**config.mk**
```make
export PLATFORM = sky130hd
export DESIGN_NAME = alu_exec_unit
export DESIGN_NICKNAME = d
export VERILOG_FILES = /design/src/rtl/alu_exec_unit.sv
export SDC_FILE = /design/constraint.sdc
export NUM_CORES = 1
export LEC_CHECK = 0
export CAP_MARGIN = 20
export CELL_PAD_IN_SITES_DETAIL_PLACEMENT = 0
export CELL_PAD_IN_SITES_GLOBAL_PLACEMENT = 1
export CORE_MARGIN = 10
export CORE_UTILIZATION = 38
export CTS_CLUSTER_DIAMETER = 80
export DETAILED_ROUTE_END_ITERATION = 7
export GPL_TIMING_DRIVEN = 0
export PLACE_DENSITY = 0.88
export SLEW_MARGIN = 15
export SYNTH_ARGS = -nofsm -noshare
export SYNTH_HDL_FRONTEND = slang
export SYNTH_SLANG_ARGS = --single-unit
```
**constraint.sdc**
```tcl
create_clock -name clk -period 4.65 [get_ports clk]
set_clock_uncertainty 0.05 [all_clocks]
set_input_delay 0.6975 -clock clk [delete_from_list [all_inputs] [get_ports clk]]
set_output_delay 0.6975 -clock clk [all_outputs]
set_load 0.005 [all_outputs]
```
**src/rtl/alu_exec_unit.sv**
```systemverilog
// alu_exec_unit: registered execute stage with ALU-control decode, ALU with zero/branch flag, and an independent adder
module alu_exec_unit #(
  parameter int WIDTH = 32
) (
  input  logic             clk,
  input  logic             rst,
  input  logic             en,
  input  logic [1:0]       aluop,
  input  logic [3:0]       sel,
  input  logic             bgez_or_bltz,
  input  logic [WIDTH-1:0] alu_a,
  input  logic [WIDTH-1:0] alu_b,
  input  logic [WIDTH-1:0] add_a,
  input  logic [WIDTH-1:0] add_b,
  output logic [3:0]       gout,
  output logic [WIDTH-1:0] alu_result,
  output logic             zout,
  output logic [WIDTH-1:0] add_sum
);
  localparam logic [3:0] OP_AND  = 4'b0000;
  localparam logic [3:0] OP_OR   = 4'b0001;
  localparam logic [3:0] OP_ADD  = 4'b0010;
  localparam logic [3:0] OP_PASS = 4'b0011;
  localparam logic [3:0] OP_SUB  = 4'b0110;
  localparam logic [3:0] OP_SLT  = 4'b0111;
  localparam logic [3:0] OP_BGEZ = 4'b1000;
  localparam logic [3:0] OP_BLTZ = 4'b1001;
  localparam logic [3:0] OP_NOR  = 4'b1100;
  logic [3:0]       r_op, i_op, op;
  logic [WIDTH-1:0] res;
  logic             z, lt;
  always_comb begin
    r_op = sel == 4'b0010 ? OP_SUB :
           sel == 4'b0100 ? OP_AND :
           sel == 4'b0101 ? OP_OR  :
           sel == 4'b0111 ? OP_NOR :
           sel == 4'b1010 ? OP_SLT : OP_ADD;
    i_op = sel == 4'b1100 ? OP_AND  :
           sel == 4'b1101 ? OP_OR   :
           sel == 4'b1010 ? OP_SLT  :
           sel == 4'b0011 ? OP_PASS :
           sel == 4'b0001 ? (bgez_or_bltz ? OP_BGEZ : OP_BLTZ) : OP_ADD;
    op = aluop == 2'b00 ? OP_ADD :
         aluop == 2'b01 ? OP_SUB :
         aluop == 2'b10 ? r_op : i_op;
    lt = $signed(alu_a) < $signed(alu_b);
    res = op == OP_AND ? alu_a & alu_b :
          op == OP_OR  ? alu_a | alu_b :
          op == OP_ADD ? alu_a + alu_b :
          op == OP_SUB ? alu_a - alu_b :
          op == OP_SLT ? {{(WIDTH-1){1'b0}}, lt} :
          op == OP_NOR ? ~(alu_a | alu_b) : alu_a;
    z = op == OP_BGEZ ? ~alu_a[WIDTH-1] :
        op == OP_BLTZ ? alu_a[WIDTH-1] : res == '0;
  end
  always_ff @(posedge clk) begin
    if (rst) begin
      gout       <= '0;
      alu_result <= '0;
      zout       <= 1'b0;
      add_sum    <= '0;
    end else if (en) begin
      gout       <= op;
      alu_result <= res;
      zout       <= z;
      add_sum    <= add_a + add_b;
    end
  end
endmodule

```
=== Word level (Yosys, flattened, before mapping) ===
Index checks and enable logic that the tools add are counted.

* Output and inout bits: 69
* Register bits: 69
* Input port bits: 138

* $lt $le $gt $ge: 1
* Equal/unequal tests: 18
* Bitwise operators: 4
* Add/sub/neg operators: 3
* Muxes and demuxes: 22
* Reduce and logical (&&, ||, !) cells: 3

{| class="wikitable"
|+ Operator list
! kind !! number
|-
| $mux W32 || 6
|-
| $add A32 B32 Y32 || 2
|-
| $mux W4 || 12
|-
| $and A32 B32 Y32 || 1
|-
| $logic_not A32 Y1 || 1
|-
| $lt A32 B32 Y1 || 1
|-
| $not A32 Y32 || 1
|-
| $or A32 B32 Y32 || 1
|-
| $sub A32 B32 Y32 || 1
|-
| $eq A4 B4 Y1 const B || 6
|-
| $eq A4 B3 Y1 const B || 5
|-
| $eq A4 B2 Y1 const B || 3
|-
| $eq A4 B1 Y1 const B || 2
|-
| $logic_not A4 Y1 || 1
|-
| $mux W1 || 3
|-
| $mux W3 || 1
|-
| $eq A2 B1 Y1 const B || 1
|-
| $eq A2 B2 Y1 const B || 1
|-
| $logic_not A2 Y1 || 1
|-
| $not A1 Y1 || 1
|}

=== Logic depth before layout (Yosys ltp) ===
* Word-level depth: 19
* Mapped depth: 15

=== Worst setup path after synthesis ===
Ideal clock, no wire load.

* Path type: input-to-reg
* Start point: in alu_a[12]
* End point: reg zout
* Data arrival time: 3736 ps
* Stages on the path: 15
* Path slack: 804 ps
* Required time: 4540 ps
* Path buffers: 1
* Library setup time: 60 ps
* Path through: inv_1 ha_1 clkbuf_1 nor4_1 nand2_1 nor4b_1 nor3_1 nor4_1 o31ai_1 a2111o_1 o211ai_1 and3b_1 and4_1 and4_1 a41o_1

* Cells in the longest elaborated chain, start to end: 11
* Elaborated cells on any way between the ends: 15
* Those cells by class: add/sub (2); order compare (1); mux (8); bitwise (3); reduce/logical (1)

{| class="wikitable"
|+ RTL lines
! element !! line !! text
|-
| start: declaration || 11 || <nowiki>input logic [WIDTH-1:0] alu_a,</nowiki>
|-
| parallel branches: the longest is 7 deep, another holds $lt A32 B32 Y1 || -- ||
|-
| $mux W32 (*) || 47 || <nowiki>res = op == OP_AND ? alu_a & alu_b :</nowiki>
|-
| $logic_not A32 Y1 (*) || 54 || <nowiki>op == OP_BLTZ ? alu_a[WIDTH-1] : res == '0;</nowiki>
|-
| $mux W1 (*) || 54 ||
|-
| $mux W1 (*) || 53 || <nowiki>z = op == OP_BGEZ ? ~alu_a[WIDTH-1] :</nowiki>
|-
| end signal: assignment || 65 || <nowiki>zout <= z;</nowiki>
|-
| end: declaration || 17 || <nowiki>output logic zout,</nowiki>
|}

Mark *: on every way between the ends.
A chain may end at the register's enable or synchronous reset.

=== Final worst setup path ===
* Start point: in alu_a[9]
* End point: reg zout

Same word-level chain as after synthesis.

==> reports/results.ini <==
[worst_setup_path]
arrival_ps = 4730
cpMaxStageDelayCell = clkdlybuf4s50_1
critPathTopFamily = compound AO/OA/AOI/OAI gates
startpoint_type = input port
cp_cell_sequence = clkdlybuf4s50_1, inv_1, ha_1, clkbuf_2, a21oi_2, o221ai_1, or4_1, a31oi_1, o21ai_0, xnor2_1, a221oi_2, nor3b_1, and4_1, a41o_1
crit_type = input port to flop
end_kind = flop
path_buf_inv = 3
r2r-start = add_sum[31]
critPathMaxFanout = 10
reg2reg_depth = 3
rrSetupSlack_ps = 3720
cp.required_ps = 4820
cpPeakStageDelay_ps = 580
rr_endpoint = add_sum[31]

[final_layout]
fin_util_pct = 51.0
nets = 1816
n_antenna_cell = 0
final_layout_size_suffix_gt1_share_pct = 7.28
fillerInstances = 2560
synthToLayoutAreaGrowth_pct = 32.1
seq_area_um2 = 1380
multi_input_area_um2 = 7910

[yosys]
synth_ff_type = dfxtp_1
syn-instance-count = 1331
synth_nets = 1599
synth_top_area_cell = ha_1
synth_area_leaders = ha_1, dfxtp_1, nor2_1
synth_commonest_cells = nor2_1, ha_1, a21oi_1
synth_edf_count = 0
syn_area_um2 = 9690
yosys.area.top_type_share_pct = 16.4
ys_seq_area_share_pct = 14.2
synth_cell_type_count = 82
ys_warn_count = 0
async_flop_share_pct = 0
synth-seq-cells = 69
avgSynthCellArea_um2 = 7.28
synth_most_common_cell = nor2_1

[placed_design]
post-place-ws_ps = -859
io_buffers = 204
place_congestion = 0.952
hpwl_mm = 32.8

[global_route]
grt_antenna_before_repair = 0
grt_pass1_wl_mm = 61.0
grt_usage_pct = 23.3
overflow = 0
top_usage_layer = met2
grt_max_degree = 12
grt_util_met1_pct = 30.4
grt_use_met3_pct = 4.56
gr-usage-met2_pct = 38.2
grt_pass1_vias = 10500

[run]
cap_violations = 0

[worst_hold_path]
min_to = add_sum[26]
hold_start = add_sum[26]
worst_hold_path.num_cells = 2
hp-class = flop to flop

[clocking]
clkTransAtPathRegs_ps = 60
cts_max_level = 3
root_buffer = clkbuf_16
cts_buffers = 9
clockBufferDepth = 2
numClockSinks = 69
ctsHoldBuffers = 0
cts_tree = yes
worstSkewPairLatency_ps = 330

[drt]
drtIter0Drc = 1009
ant_nets = 0
num_vias = 11100
wl_per_cell_um = 21.5
drc_errors = 0
routed_via_density = 5.89
drtPass1Iterations = 6
wl_mm = 40.5

[timing]
holdWs_ps = 431
period_share_pct = 98.1
setup_tns_ps = 0
tightest_slew_ps = 1240
finalWorstSetupSlack_ps = 89.8
min_period_ps = 4560
maxSlewViolCount = 0
slew_headroom_pct = 16.8
setup_viol = 0
hold_violations = 0
rsz0062_at_grt = yes
max_freq_ghz = 0.219

[power]
p_total_mw = 2.99
power_density_nw_per_um2 = 233
p_leak_nw = 5.34
peakVddDrop_mv = 0.197

[floorplanning]
die_h_um = 180
fp.dieArea_um2 = 32300
core_um2 = 25100
start_util_pct = 38.6
ios = 207
core.rowCount = 58
chipWidth_um = 180

[run_status]
outcome = completed

-- per-stage QoR --
step | instance area [µm²] | std cells
6_report | 12800 | 1883
5_1_grt | 12800 | 1883
4_1_cts | 12600 | 1882
3_5_place_dp | 12100 | 1865
3_3_place_gp | 12100 | 1865
2_1_floorplan | 9690 | 1331
-- cell families after synthesis --
| logic type | after synthesis | synth area share, % |
|---|---|---|
| XOR/XNOR | 60 | 5.42 |
| AND/OR/NAND/NOR | 400 | 19.7 |
| flip-flops | 69 | 14.2 |
| adder cells (fa/ha/maj) | 130 | 17.0 |
| multiplexers | 62 | 6.45 |
| buffers and inverters | 176 | 7.03 |
| AO/OA/AOI/OAI | 434 | 30.1 |
-- how the worst max path moves through the flow --
| stage | startpoint | to | slack (ps) | cells after the start |
|---|---|---|---|---|
| finish | alu_a[9] | zout | 90 | 14 |
| global placement | sel[3] | zout | -840 | 13 |
| floorplan | alu_a[12] | zout | 800 | 15 |
| CTS | sel[1] | zout | 30 | 13 |
| global route | sel[0] | zout | -60 | 13 |
| detailed placement | sel[3] | zout | -860 | 13 |
-- report_power, final --
group          internal [mW]  switching, mW  total [mW]
clock                  0.497          0.256       0.753
sequential             0.656         0.0416       0.697
combinational          0.677          0.862        1.54
total                   1.83           1.16        2.99
-- worst reg2reg max path: stages, from the launching register on --
cell,delay [ps]
dfxtp_1,320
nor2_1,100
a211oi_1,60
mux2_2,280
-- area by class of cell --
cell class	count	share of cell area [%]
Tap cell	330	3.23
Multi-Input combinational cell	1086	61.8
Inverter	106	3.11
Clock inverter	4	0.547
Buffer	67	2.29
Sequential cell	69	10.8
Clock buffer	12	2.00
Timing Repair Buffer	209	16.3
-- sequential cells by signal, summed over array words and instances, names as in the netlist --
register and flops:
alu_result 32, gout 4, add_sum 32, zout 1
-- layer usage --
metal | wire, µm | vias to the layer above
met5 | 0 | -
met4 | 1110 | 0
met3 | 3370 | 79
met2 | 18200 | 574
met1 | 17800 | 5163
li1 | - | 5269
-- layout by cell type, fill, tap and decap left out, drive strengths merged, types with 19 or more instances in the layout --
cell / Yosys / final
a211oi: 40 / 40
a21o: 33 / 33
a21oi: 112 / 112
buf: 16 / 20
clkbuf: 54 / 64
clkdlybuf4s50: 0 / 202
dfxtp: 69 / 69
ha: 127 / 127
inv: 106 / 106
mux2i: 58 / 58
nand2: 81 / 81
nand3: 20 / 20
nor2: 158 / 158
nor3: 37 / 37
o211ai: 19 / 19
o21ai: 80 / 80
xnor2: 44 / 44
-- repair_timing --
item	in CTS	in global routing
pin swaps	1	5
buffers inserted	1	4
setup endpoints to repair	6	3
resized for setup	30	57
Note: power is estimated with default switching activity, not from simulation.
